**src/rtl/c_bus_load_unit_if.sv**
```systemverilog
// C-bus load unit port bundle: bus/control inputs from the datapath, register
// contents and status back out.
interface c_bus_load_unit_if #(
    parameter int unsigned DATA_WIDTH = 16
);
    logic [DATA_WIDTH-1:0] c_bus_in;
    logic [4:0]            load_sel;
    logic                  pc_inc;
    logic                  mem_rd_start;
    logic                  mem_ready;
    logic [DATA_WIDTH-1:0] mem_data_in;
    logic [DATA_WIDTH-1:0] ir_out;
    logic [DATA_WIDTH-1:0] mar_out;
    logic [DATA_WIDTH-1:0] mdr_out;
    logic [DATA_WIDTH-1:0] pc_out;
    logic [DATA_WIDTH-1:0] gp_out;
    logic                  mem_busy;
    logic                  sel_error;

    modport master (
        output c_bus_in, load_sel, pc_inc, mem_rd_start, mem_ready, mem_data_in,
        input  ir_out, mar_out, mdr_out, pc_out, gp_out, mem_busy, sel_error
    );

    modport slave (
        input  c_bus_in, load_sel, pc_inc, mem_rd_start, mem_ready, mem_data_in,
        output ir_out, mar_out, mdr_out, pc_out, gp_out, mem_busy, sel_error
    );
endinterface

```
**src/rtl/c_bus_load_unit.sv**
```systemverilog
// Destination end of the C-bus: one-hot load into IR/MAR/MDR/PC/GP, PC
// auto-increment and a single-outstanding memory read that fills MDR.
module c_bus_load_unit #(
    parameter int unsigned          DATA_WIDTH = 16,
    parameter logic [DATA_WIDTH-1:0] PC_RESET  = '0,
    parameter int unsigned          PC_STEP    = 1
) (
    input  logic             clk,
    input  logic             reset,
    c_bus_load_unit_if.slave bus
);
    localparam logic [DATA_WIDTH-1:0] PC_INC_VAL = DATA_WIDTH'(PC_STEP);

    typedef enum logic {
        ST_IDLE = 1'b0,
        ST_WAIT = 1'b1
    } state_t;

    state_t state_q;
    state_t state_d;
    logic   mdr_fill;

    logic [DATA_WIDTH-1:0] ir_q;
    logic [DATA_WIDTH-1:0] mar_q;
    logic [DATA_WIDTH-1:0] mdr_q;
    logic [DATA_WIDTH-1:0] pc_q;
    logic [DATA_WIDTH-1:0] gp_q;
    logic                  busy_q;
    logic                  sel_error_q;

    logic ld_ir;
    logic ld_mar;
    logic ld_mdr;
    logic ld_pc;
    logic ld_gp;
    logic sel_bad;

    // Load-select decode; anything that is neither one-hot nor zero is illegal
    always_comb begin
        ld_ir   = 1'b0;
        ld_mar  = 1'b0;
        ld_mdr  = 1'b0;
        ld_pc   = 1'b0;
        ld_gp   = 1'b0;
        sel_bad = 1'b0;
        case (bus.load_sel)
            5'b10000: ld_ir   = 1'b1;
            5'b01000: ld_mar  = 1'b1;
            5'b00100: ld_mdr  = 1'b1;
            5'b00010: ld_pc   = 1'b1;
            5'b00001: ld_gp   = 1'b1;
            5'b00000: ;
            default:  sel_bad = 1'b1;
        endcase
    end

    // Memory-read FSM state register
    always_ff @(posedge clk) begin
        if (reset) begin
            state_q <= ST_IDLE;
        end else begin
            state_q <= state_d;
        end
    end

    // Memory-read FSM next state; mem_ready only matters while waiting
    always_comb begin
        state_d  = state_q;
        mdr_fill = 1'b0;
        case (state_q)
            ST_IDLE: begin
                if (bus.mem_rd_start) begin
                    state_d = ST_WAIT;
                end
            end
            ST_WAIT: begin
                if (bus.mem_ready) begin
                    mdr_fill = 1'b1;
                    state_d  = ST_IDLE;
                end
            end
            default: state_d = ST_IDLE;
        endcase
    end

    // Architectural registers and status flags
    always_ff @(posedge clk) begin
        if (reset) begin
            ir_q        <= '0;
            mar_q       <= '0;
            mdr_q       <= '0;
            pc_q        <= PC_RESET;
            gp_q        <= '0;
            busy_q      <= 1'b0;
            sel_error_q <= 1'b0;
        end else begin
            busy_q <= (state_d == ST_WAIT);
            if (sel_bad) begin
                sel_error_q <= 1'b1;
            end
            if (ld_ir) begin
                ir_q <= bus.c_bus_in;
            end
            if (ld_mar) begin
                mar_q <= bus.c_bus_in;
            end
            if (ld_gp) begin
                gp_q <= bus.c_bus_in;
            end
            // Bus load to MDR is dropped while a read owns it
            if (mdr_fill) begin
                mdr_q <= bus.mem_data_in;
            end else if (ld_mdr && (state_q == ST_IDLE)) begin
                mdr_q <= bus.c_bus_in;
            end
            if (ld_pc) begin
                pc_q <= bus.c_bus_in;
            end else if (bus.pc_inc) begin
                pc_q <= pc_q + PC_INC_VAL;
            end
        end
    end

    assign bus.ir_out    = ir_q;
    assign bus.mar_out   = mar_q;
    assign bus.mdr_out   = mdr_q;
    assign bus.pc_out    = pc_q;
    assign bus.gp_out    = gp_q;
    assign bus.mem_busy  = busy_q;
    assign bus.sel_error = sel_error_q;
endmodule

```
**src/flat_wrapper.sv**
```systemverilog
// flat-port wrapper written by rule: the top's interface ports become plain ports
module c_bus_load_unit_flat 
#(
    parameter int unsigned          DATA_WIDTH = 16,
    parameter logic [DATA_WIDTH-1:0] PC_RESET  = '0,
    parameter int unsigned          PC_STEP    = 1
)
  (clk, reset, bus_c_bus_in, bus_load_sel, bus_pc_inc, bus_mem_rd_start, bus_mem_ready, bus_mem_data_in, bus_ir_out, bus_mar_out, bus_mdr_out, bus_pc_out, bus_gp_out, bus_mem_busy, bus_sel_error);
  c_bus_load_unit_if #(.DATA_WIDTH(DATA_WIDTH)) bus_i ();
  input  logic clk;
  input  logic reset;
  input wire logic [$bits(bus_i.c_bus_in)-1:0] bus_c_bus_in;
  input wire logic [$bits(bus_i.load_sel)-1:0] bus_load_sel;
  input wire logic [$bits(bus_i.pc_inc)-1:0] bus_pc_inc;
  input wire logic [$bits(bus_i.mem_rd_start)-1:0] bus_mem_rd_start;
  input wire logic [$bits(bus_i.mem_ready)-1:0] bus_mem_ready;
  input wire logic [$bits(bus_i.mem_data_in)-1:0] bus_mem_data_in;
  output wire logic [$bits(bus_i.ir_out)-1:0] bus_ir_out;
  output wire logic [$bits(bus_i.mar_out)-1:0] bus_mar_out;
  output wire logic [$bits(bus_i.mdr_out)-1:0] bus_mdr_out;
  output wire logic [$bits(bus_i.pc_out)-1:0] bus_pc_out;
  output wire logic [$bits(bus_i.gp_out)-1:0] bus_gp_out;
  output wire logic [$bits(bus_i.mem_busy)-1:0] bus_mem_busy;
  output wire logic [$bits(bus_i.sel_error)-1:0] bus_sel_error;
  assign bus_i.c_bus_in = bus_c_bus_in;
  assign bus_i.load_sel = bus_load_sel;
  assign bus_i.pc_inc = bus_pc_inc;
  assign bus_i.mem_rd_start = bus_mem_rd_start;
  assign bus_i.mem_ready = bus_mem_ready;
  assign bus_i.mem_data_in = bus_mem_data_in;
  assign bus_ir_out = bus_i.ir_out;
  assign bus_mar_out = bus_i.mar_out;
  assign bus_mdr_out = bus_i.mdr_out;
  assign bus_pc_out = bus_i.pc_out;
  assign bus_gp_out = bus_i.gp_out;
  assign bus_mem_busy = bus_i.mem_busy;
  assign bus_sel_error = bus_i.sel_error;
  c_bus_load_unit #(.DATA_WIDTH(DATA_WIDTH), .PC_RESET(PC_RESET), .PC_STEP(PC_STEP)) u_core (.clk(clk), .reset(reset), .bus(bus_i));
endmodule
```
**config.mk**
```make
export PLATFORM = sky130hd
export DESIGN_NAME = c_bus_load_unit_flat
export DESIGN_NICKNAME = d
export VERILOG_FILES = /design/src/rtl/c_bus_load_unit_if.sv /design/src/rtl/c_bus_load_unit.sv /design/src/flat_wrapper.sv
export SDC_FILE = /design/constraint.sdc
export NUM_CORES = 1
export LEC_CHECK = 0
export CAP_MARGIN = 20
export CORE_UTILIZATION = 47
export DETAILED_ROUTE_END_ITERATION = 6
export PLACE_DENSITY_LB_ADDON = 0.3
export SETUP_SLACK_MARGIN = 0.5
export SKIP_LAST_GASP = 1
export SYNTH_ARGS = -nofsm -noshare
export SYNTH_HDL_FRONTEND = slang
export SYNTH_SLANG_ARGS = --single-unit
```
**constraint.sdc**
```tcl
create_clock -name clk -period 2.6 [get_ports clk]
set_clock_uncertainty 0.1 [all_clocks]
set_input_delay 0.26 -clock clk [delete_from_list [all_inputs] [get_ports clk]]
set_output_delay 0.26 -clock clk [all_outputs]
set_load 0.03 [all_outputs]
```
==> results.txt, run 1 <==
----------------------------------------------------
[CTS]
  Quantity of hold-fixing buffers added after cts ... 0
  TritonCTS Buffers ... 9
  Post-cts repair resize count ... 0
  H-tree depth ... 3
  # clock sinks ... 82
  Max Buffers Root-to-Sink ... 2
  Clock latency reported for the late side of the worst-skew pair ... 0.36 ns
  Number of buffers added for setup after CTS ... 0
  Cell chosen for the clock root ... sky130_fd_sc_hd__clkbuf_8
  TritonCTS clock tree ... yes
  Clock slew at reported path FFs ... 0.09 ns

[Timing]
  Number of endpoints failing setup at the final stage ... 0
  Setup total negative slack ... 0 ns
  Count of endpoints failing hold in the final timing report ... 0
  Relative slew slack ... 49.8%
  Minimum clock period ... 1.97 ns
  Hold slack final ... 0.355 ns
  Final number of max-transition violations ... 0
  Transition time at the pin with the least slew margin ... 0.752 ns
  Maximum operating frequency ... 508 MHz
  Final period utilization ... 75.7%
  Setup repair after global routing missed its margin ... false

[Final layout]
  Final core utilization ... 70.4%
  Most common cell after layout, fill and taps aside ... sky130_fd_sc_hd__clkdlybuf4s50_1
  Leading cell types in the layout, fill and taps excluded ... sky130_fd_sc_hd__clkdlybuf4s50_1, sky130_fd_sc_hd__nand2_1, sky130_fd_sc_hd__dfxtp_1, sky130_fd_sc_hd__a21oi_1, sky130_fd_sc_hd__nor2_1
  Number of filler instances in the final layout ... 568
  Count of placed standard cells in the final layout, fillers left out ... 604
  Area added between synthesis and finish ... 45.6%
  Antenna diode count ... 0
  Fin nets ... 562
  Layout cells sized above 1 ... 5.92%

[Placed design]
  Count of placed standard cells including taps ... 588
  Post-detailed-placement half-perimeter wirelength ... 6820 um
  Number of buffer cells added on primary ports ... 123
  Routability congestion estimate from global placement ... 0.915

[Synthesis]
  Sequential share of the synthesized area ... 50.3%
  Number of distinct library cells after synthesis ... 33
  Post-Synthesis Net Count ... 448
  Avg Synthesized Cell Area ... 8.06 um2
  Number of warnings printed during yosys synthesis ... 0
  Mapped Cells ... 405
  Mapped cell area ... 3270 um2
  Number of synthesized register bits ... 82

[Global routing]
  Number of antenna violations at the first check in global routing ... 0
  Largest net degree at the start of global routing ... 46
  Total grt overflow ... 0
  Via count of the first global-routing pass ... 2871
  First-pass GRT wire length ... 15300 um
  Total global-route track usage ... 27.8%

[Worst setup path]
  Type of element launching the critical path ... flip-flop
  Cell-by-cell listing of the critical path ... clkdlybuf4s50_1
  Worst Path Class, Setup ... reg2out
  Arrival time of data at the critical path endpoint ... 1.61 ns
  Kind of cell adding the most delay to the critical path ... buffers and inverters
  CP max stage cell ... sky130_fd_sc_hd__clkdlybuf4s50_1
  Slowest Stage Delay on Critical Path ... 0.73 ns
  Cells on worst reg2reg path ... 4
  Type of element capturing the critical path ... primary output
  Buffering stage count on the worst path with inverters included ... 1
  Data required time at the worst endpoint ... 2.24 ns
  WP depth ... 1
  Maximum fanout count along the critical path ... 8

[Status]
  Status ... finished, final reports clean

[Floorplan]
  Core Rows ... 30
  Core area ... 6760 um2
  Die Footprint ... 7290 um2
  Die Wd ... 85.4 um
  Initial Util ... 48.3%
  Die Ht ... 85.4 um
  Boundary Pins ... 124

[Pwr]
  Leak Pwr ... 1.60 nW
  Total power per unit cell area ... 547 nW/um2
  Worst ir drop on vdd ... 0.000324 V

[Hold path]
  Worst min-delay path class ... reg2reg
  Cell count of the worst hold path ... 2

[Route]
  DRC errors left ... 0
  DRC marker count from the first detailed-route iteration ... 250
  Avg WL per Cell ... 16.6 um
  Via density per instance ... 5.42
  Vias ... 3273
  Antenna-violating nets left ... 0
  Number of iterations in the first detailed-routing pass ... 4
  Routed WL ... 10100 um

[Run]
  Maximum capacitance violations ... 0

----------------------------------------------------
synthesized netlist by cell type (all sizes together):
cell	number	share of area (%)
mux2i	2	0.61
a21oi	67	10
xor2	6	1.6
and3	4	0.80
a211oi	12	2.8
nand4	5	1.4
a311oi	4	1.1
a41oi	1	0.27
o21ai	3	0.46
nor3	2	0.46
nor4	1	0.19
xnor2	5	1.3
or2	1	0.19
or3	4	0.77
o31ai	1	0.23
buf	8	1.2
nor2	24	2.8
clkbuf	20	2.3
and4	3	0.88
inv	4	0.46
dfxtp	82	50
a31o	1	0.27
a22oi	16	3.7
and2	2	0.42
ha	1	0.38
nand3	8	1.2
or4	1	0.23
nand2	117	13
path summary, 6_finish.rpt:
kind	startpoint	to	slack, ns
worst max-delay path	u_core.bus.pc_out[4]	bus_pc_out[4]	0.63
worst min-delay path	u_core.bus.mdr_out[9]	u_core.bus.mdr_out[9]	0.36
worst max register to register	u_core.bus.pc_out[4]	u_core.bus.pc_out[15]	0.77
worst min register to register	u_core.bus.mdr_out[9]	u_core.bus.mdr_out[9]	0.36
where the power goes:
group / switching [mW] / total [mW] / internal, mW / leakage (nW)
sequential: 0.0246 / 1.31 / 1.29 / 0.664
clock: 0.504 / 0.964 / 0.461 / 0.102
combinational: 0.186 / 0.327 / 0.141 / 0.835
kinds of logic (layout without fill, tap and decap cells):
group | after synthesis | in the layout | share of synthesized area (%)
adders and majority gates | 1 | 1 | 0.383
muxes | 2 | 2 | 0.613
AOI/OAI and AO/OA | 105 | 105 | 19.0
and+or+nand+nor | 172 | 172 | 22.8
xor gates and xnor gates | 11 | 11 | 2.95
buffers and inverters | 32 | 151 | 3.98
DFF | 82 | 82 | 50.3
cell type report:
type / instances / area (um2) / share of cell area (%)
clock buffers: 9 / 124 / 2.61
multi-input cells: 291 / 1490 / 31.4
clock inverters: 7 / 81.3 / 1.71
repair buffers: 131 / 1300 / 27.3
flip-flops and latches: 82 / 1640 / 34.5
well taps: 80 / 100 / 2.11
inverters: 4 / 15.0 / 0.316
stage by stage:
stage	total power, mW	setup slack [ns]	area, um2
finish	2.60	0.633	4750
global route	2.69	0.611	4750
CTS	2.60	0.644	4750
detailed placement	1.66	0.411	4550
global placement	1.66	0.460	4550
floorplan	1.48	0.687	3270
sequential cells by signal, indices dropped and copies added (netlist names):
signal                flops
u_core.bus.gp_out        16
u_core.bus.pc_out        16
u_core.bus.mdr_out       16
u_core.bus.mem_busy       1
u_core.bus.ir_out        16
u_core.bus.mar_out       16
u_core.bus.sel_error      1
layer usage:
layer  vias up  routed length (um)  global-route usage [%]
met5         -                   0                       0
met4         0                 280                    13.2
met3        22                 648                    4.67
met2       131                4670                    42.4
met1      1503                4450                    38.5
li1       1617                   -                       -
Power figures use the tool's default switching activity.
==> inputs of run 2 (changes only) <==
CORE_UTILIZATION = 44   (was 47)
clock period = 1.95 ns   (was 2.6 ns; I/O delays follow)
==> run 2 against run 1 <==
Count of clock-buffer cells in the layout increased by 2. Register-to-register slack got worse by 0.46 ns. Critical path depth increased by 5. Combinational power increased by 42%. Wire length increased by 5.4%. Critical endpoint is now u_core.bus.pc_out[14].
==> results.txt, run 2 (synthesized netlist as in run 1, its figures left out) <==
----------------------------------------------------
[Global routing]
  Largest net degree at the start of global routing ... 83 (+80%)
  Total global-route track usage ... 25.6% (-2.2 points)
  Total grt overflow ... 0 (unchanged)
  Via count of the first global-routing pass ... 3223 (+12%)
  Number of antenna violations at the first check in global routing ... 0 (unchanged)
  First-pass GRT wire length ... 15200 um (-0.13%)

[Placed design]
  Placed Area ... 4790 um2 (+5.3%)
  Routability congestion estimate from global placement ... 0.766 (-16%)
  Worst Setup Slack post-DPL ... -0.0297 ns (-0.441 ns)
  Number of buffer cells added on primary ports ... 123 (unchanged)
  Post-detailed-placement half-perimeter wirelength ... 6760 um (-0.90%)

[Floorplan]
  Die Ht ... 88.2 um (+3.3%)
  Core Rows ... 31 (+3.3%)
  Die Footprint ... 7770 um2 (+6.7%)
  Boundary Pins ... 124 (unchanged)
  Core area ... 7210 um2 (+6.8%)
  Initial Util ... 45.3% (-3.1 points)
  Die Wd ... 88.2 um (+3.3%)

[CTS]
  Clock latency reported for the late side of the worst-skew pair ... 0.35 ns (about the same)
  Cell chosen for the clock root ... sky130_fd_sc_hd__clkbuf_8
  # clock sinks ... 82 (unchanged)
  H-tree depth ... 3 (unchanged)
  Quantity of hold-fixing buffers added after cts ... 0 (unchanged)
  TritonCTS Buffers ... 9 (unchanged)
  Max Buffers Root-to-Sink ... 2 (unchanged)
  TritonCTS clock tree ... yes
  Clock slew at reported path FFs ... 0.09 ns (about the same)

[Timing]
  Setup total negative slack ... 0 ns (unchanged)
  Count of endpoints failing hold in the final timing report ... 0 (unchanged)
  Transition time at the pin with the least slew margin ... 0.375 ns (-0.377 ns)
  Minimum clock period ... 1.64 ns
  Number of endpoints failing setup at the final stage ... 0 (unchanged)
  Final period utilization ... 84.0%
  Setup repair after global routing missed its margin ... true
  Maximum operating frequency ... 611 MHz
  Final number of max-transition violations ... 0 (unchanged)
  Relative slew slack ... 75.0% (+25 points)
  Worst Slack Setup Final ... 0.312 ns (-0.321 ns)
  Hold slack final ... 0.241 ns (-0.114 ns)

[Worst setup path]
  Maximum fanout count along the critical path ... 3 (-5)
  Cells on worst reg2reg path ... 6 (+2)
  Internal reg-to-reg setup slack ... 0.31 ns (-0.46 ns)
  RR Endpoint ... u_core.bus.pc_out[14]
  Type of element launching the critical path ... flip-flop
  Data required time at the worst endpoint ... 2.10 ns (-0.14 ns)
  Worst Path Class, Setup ... reg2reg
  Arrival time of data at the critical path endpoint ... 1.79 ns (+0.18 ns)
  Type of element capturing the critical path ... flip-flop
  RR Startpoint ... u_core.bus.pc_out[0]

[Status]
  Status ... finished, final reports clean

[Hold path]
  Cell count of the worst hold path ... 3 (+1)
  Worst min-delay path class ... in2reg
  Launch instance of the worst min-delay path ... reset
  End of the worst hold path ... u_core.bus.mdr_out[12]

[Route]
  DRC marker count from the first detailed-route iteration ... 192 (-23%)
  Via density per instance ... 5.39 (-0.59%)
  Routed WL ... 10600 um (+5.4%)
  Avg WL per Cell ... 16.1 um (-3.4%)
  Number of iterations in the first detailed-routing pass ... 7 (+3)
  Vias ... 3550 (+8.5%)
  DRC errors left ... 0 (unchanged)
  Antenna-violating nets left ... 0 (unchanged)

[Final layout]
  Post-Layout Inst Area ... 5230 um2 (+10%)
  Number of filler instances in the final layout ... 585 (+3.0%)
  Fin nets ... 598 (+6.4%)
  Area of all sequential standard cells ... 1690 um2 (+2.8%)
  Leading cell types in the layout, fill and taps excluded ... sky130_fd_sc_hd__nand2_1, sky130_fd_sc_hd__dfxtp_1, sky130_fd_sc_hd__a21oi_1, sky130_fd_sc_hd__dlygate4sd2_1, sky130_fd_sc_hd__clkdlybuf4s50_1
  Layout cells sized above 1 ... 20.2% (+14 points)
  Most common cell after layout, fill and taps aside ... sky130_fd_sc_hd__nand2_1
  Area added between synthesis and finish ... 60.2%
  Multi-input gate area ... 1650 um2 (+11%)
  Antenna diode count ... 0 (unchanged)

[Pwr]
  Portion of total power attributed to combinational logic ... 13.6% (+1.0 points)
  Clock power share ... 35.4% (-1.7 points)
  P_sw ... 0.921 mW (+29%)
  Fraction of power consumed by sequential logic ... 51.0% (+0.6 points)
  Net switching fraction of the power ... 27.1% (-0.40 points)
  Worst ir drop on vdd ... 0.000378 V (+17%)
  Leak Pwr ... 2.20 nW (+37%)
  Internal cell power ... 2.48 mW (+32%)
  Total power per unit cell area ... 651 nW/um2 (+19%)

[Run]
  Maximum capacitance violations ... 0 (unchanged)

----------------------------------------------------
run 2: routing by layer:
metal,wire (um),vias to the layer above,GRT usage [%]
met5,0,-,0
met4,183,0,9.38
met3,681,24,6.22
met2,5380,129,44.6
met1,4350,1713,30.5
li1,-,1684,-
run 2: power groups by stage:
stage	registers (mW)	logic (mW)	clock network (mW)
floorplan	1.86	0.122	0
global placement	1.78	0.433	0
detailed placement	1.78	0.440	0
CTS	1.74	0.426	1.22
global route	1.74	0.496	1.29
finish	1.74	0.465	1.20
run 2: worst max-delay path by stage:
| stage | startpoint | endpoint |
|---|---|---|
| 2_1_floorplan | u_core.bus.pc_out[7] | u_core.bus.pc_out[15] |
| 3_3_place_gp | bus_pc_inc | u_core.bus.pc_out[15] |
| 3_5_place_dp | bus_pc_inc | u_core.bus.pc_out[15] |
| 4_1_cts | u_core.bus.pc_out[8] | u_core.bus.pc_out[15] |
| 5_1_grt | u_core.bus.pc_out[0] | u_core.bus.pc_out[14] |
| 6_report | u_core.bus.pc_out[0] | u_core.bus.pc_out[14] |
run 2: final cells by class:
| class | instances | share of cell area [%] |
|---|---|---|
| multi-input cells | 291 | 31.6 |
| flip-flops and latches | 82 | 32.3 |
| clock buffers | 11 | 3.11 |
| repair buffers | 167 | 29.8 |
| well taps | 99 | 2.37 |
| inverters | 4 | 0.287 |
| clock inverters | 5 | 0.622 |
run 2: per-stage QoR:
step / power (mW) / util, % / instances
floorplan: 1.98 / - / 405
global placement: 2.21 / 66.4 / 619
detailed placement: 2.22 / 66.4 / 619
CTS: 3.39 / 69.0 / 643
global route: 3.52 / 72.5 / 659
finish: 3.41 / 72.5 / 659
run 2: critical path, cell delays in order, from the launching register on:
cell and delay [ns]:
sky130_fd_sc_hd__dfxtp_4 0.39, sky130_fd_sc_hd__buf_12 0.11, sky130_fd_sc_hd__ha_4 0.12, sky130_fd_sc_hd__and4_4 0.21, sky130_fd_sc_hd__nand2_2 0.05, sky130_fd_sc_hd__or3_1 0.34
sky130_fd_sc_hd__a311oi_1 0.23
run 2: timing repair:
| item | CTS | global route |
|---|---|---|
| setup buffers | 7 | 14 |
| hold endpoints to repair | 0 | 0 |
| endpoints found under the setup margin | 134 | 39 |
| pin swaps | 8 | 9 |
| resized for setup | 96 | 49 |
| cloned | 1 | 2 |
==> inputs of run 3 (changes only) <==
clock period = 1.55 ns   (was 1.95 ns; I/O delays follow)
==> run 3 against run 2 <==
The flow now finishes with violations (setup timing). First-iteration DRC count rose to 3.6 times the previous value. Global-route usage up 11 points. Flip-flop and latch count unchanged.
==> results.txt, run 3 (synthesized netlist as in run 1, its figures left out) <==
----------------------------------------------------
[Status]
  Status ... finished with violations
  Violated checks ... setup timing

[Floorplan]
  Initial Util ... 45.3% (unchanged)
  Die Ht ... 88.2 um (unchanged)
  Core Rows ... 31 (unchanged)
  Core area ... 7210 um2 (unchanged)
  Die Wd ... 88.2 um (unchanged)
  Die Footprint ... 7770 um2 (unchanged)
  Boundary Pins ... 124 (unchanged)

[Timing]
  Count of endpoints failing hold in the final timing report ... 0 (unchanged)
  Final period utilization ... 110% (+26 points)
  Number of endpoints failing setup at the final stage ... 8 (+8)
  Final number of max-transition violations ... 0 (unchanged)
  Transition time at the pin with the least slew margin ... 0.695 ns (+0.320 ns)
  Minimum clock period ... 1.71 ns (+0.0709 ns)
  Worst Slack Setup Final ... -0.159 ns (-0.471 ns)
  Relative slew slack ... 53.6% (-21 points)
  Setup repair after global routing missed its margin ... true
  Maximum operating frequency ... 585 MHz (-4.2%)
  Hold slack final ... 0.114 ns (-0.127 ns)

[Worst setup path]
  Maximum fanout count along the critical path ... 5 (+2)
  Worst Path Class, Setup ... reg2reg
  Data required time at the worst endpoint ... 1.72 ns (-0.38 ns)
  Source of the critical timing path ... u_core.bus.pc_out[0]
  Type of element launching the critical path ... flip-flop
  RR Startpoint ... u_core.bus.pc_out[0]
  Type of element capturing the critical path ... flip-flop
  Arrival time of data at the critical path endpoint ... 1.88 ns (+0.09 ns)

[Global routing]
  Via count of the first global-routing pass ... 4023 (+25%)
  Number of antenna violations at the first check in global routing ... 2 (+2)
  Total grt overflow ... 0 (unchanged)
  Total global-route track usage ... 36.8% (+11 points)
  First-pass GRT wire length ... 21000 um (+38%)
  Largest net degree at the start of global routing ... 54 (-35%)

[CTS]
  Quantity of hold-fixing buffers added after cts ... 0 (unchanged)
  # clock sinks ... 82 (unchanged)
  Cell chosen for the clock root ... sky130_fd_sc_hd__clkbuf_8
  H-tree depth ... 3 (unchanged)
  Max Buffers Root-to-Sink ... 2 (unchanged)
  TritonCTS clock tree ... yes
  Clock latency reported for the late side of the worst-skew pair ... 0.38 ns (+0.03 ns)
  Clock slew at reported path FFs ... 0.09 ns (about the same)
  TritonCTS Buffers ... 9 (unchanged)

[Final layout]
  Multi-input gate area ... 2310 um2 (+40%)
  Most common cell after layout, fill and taps aside ... sky130_fd_sc_hd__buf_6
  Area of all sequential standard cells ... 1800 um2 (+6.5%)
  Number of filler instances in the final layout ... 141 (-76%)
  Final core utilization ... 96.3% (+24 points)
  Layout cells sized above 1 ... 74.2% (+54 points)
  Leading cell types in the layout, fill and taps excluded ... sky130_fd_sc_hd__buf_6, sky130_fd_sc_hd__buf_4, sky130_fd_sc_hd__dfxtp_2, sky130_fd_sc_hd__nand2_1, sky130_fd_sc_hd__a21oi_2
  Area added between synthesis and finish ... 113%
  Fin nets ... 673 (+13%)

[Placed design]
  Routability congestion estimate from global placement ... 0.814 (+6.3%)
  Post-detailed-placement half-perimeter wirelength ... 7730 um (+14%)
  Number of buffer cells added on primary ports ... 123 (unchanged)

[Route]
  Routed WL ... 20500 um (+93%)
  DRC errors left ... 0 (unchanged)
  Vias ... 4829 (+36%)
  DRC marker count from the first detailed-route iteration ... 690 (+260%)
  Via density per instance ... 6.57 (+22%)
  Avg WL per Cell ... 27.8 um (+73%)
  Antenna-violating nets left ... 0 (unchanged)
  Number of iterations in the first detailed-routing pass ... 5 (-2)

[Pwr]
  Overall power of the completed layout ... 5.07 mW (+49%)
  Leak Pwr ... 2.72 nW (+24%)
  Worst ir drop on vdd ... 0.000586 V (+55%)
  Total power per unit cell area ... 730 nW/um2 (+12%)

[Hold path]
  Launch instance of the worst min-delay path ... bus_load_sel[3]
  Worst min-delay path class ... in2reg

[Run]
  Maximum capacitance violations ... 0 (unchanged)

----------------------------------------------------
-- run 3: worst max-delay path: stages, from the launching register on --
cell	delay, ns
sky130_fd_sc_hd__dfxtp_4	0.39
sky130_fd_sc_hd__ha_4	0.14
sky130_fd_sc_hd__and4_4	0.24
sky130_fd_sc_hd__buf_6	0.14
sky130_fd_sc_hd__nand4_1	0.15
sky130_fd_sc_hd__xor2_1	0.19
sky130_fd_sc_hd__a211oi_1	0.26
-- run 3: repair_timing --
action / CTS / global route
cloned: 5 / 3
resized for setup: 728 / 170
endpoints found under the setup margin: 163 / 162
buffers inserted: 28 / 44
pin swaps: 56 / 78
-- run 3: metal layers --
layer / GRT usage, % / part of all wire [%]
met1: 42.0 / 33
met2: 62.5 / 44
met3: 8.01 / 13
met4: 23.2 / 9.0
met5: 0 / 0
-- run 3: path summary, 6_finish.rpt --
kind	endpoint	slack (ns)	cells after the start
worst max register to register	u_core.bus.pc_out[10]	-0.16	6
worst min-delay path	u_core.bus.sel_error	0.11	3
worst min register to register	u_core.bus.mdr_out[2]	0.38	2
worst max-delay path	u_core.bus.pc_out[10]	-0.16	6
-- run 3: stage by stage --
step | setup slack [ns] | TNS (ns) | area, um2 | cells
3_5_place_dp | -0.375 | -21.07 | 5040 | 638
5_1_grt | -0.439 | -1.25 | 6940 | 734
2_1_floorplan | -0.113 | -0.234 | 3530 | 405
6_report | -0.159 | -0.583 | 6950 | 735
3_3_place_gp | -0.327 | -17.92 | 5040 | 638
4_1_cts | -0.0450 | -0.0471 | 5990 | 687
-- run 3: cell type report --
class	instances	area share [%]
tap	99	1.78
timing repair buffer	240	35.5
antenna	1	0.0360
sequential	82	25.9
clock inverter	4	1.06
inverter	4	0.216
clock buffer	12	2.25
multi-input combinational	293	33.3
-- run 3: report_power, final --
part           internal (mW)  total [mW]  switching, mW
combinational          0.432       0.958          0.526
clock                   1.01        1.91          0.902
sequential              2.14        2.20         0.0625
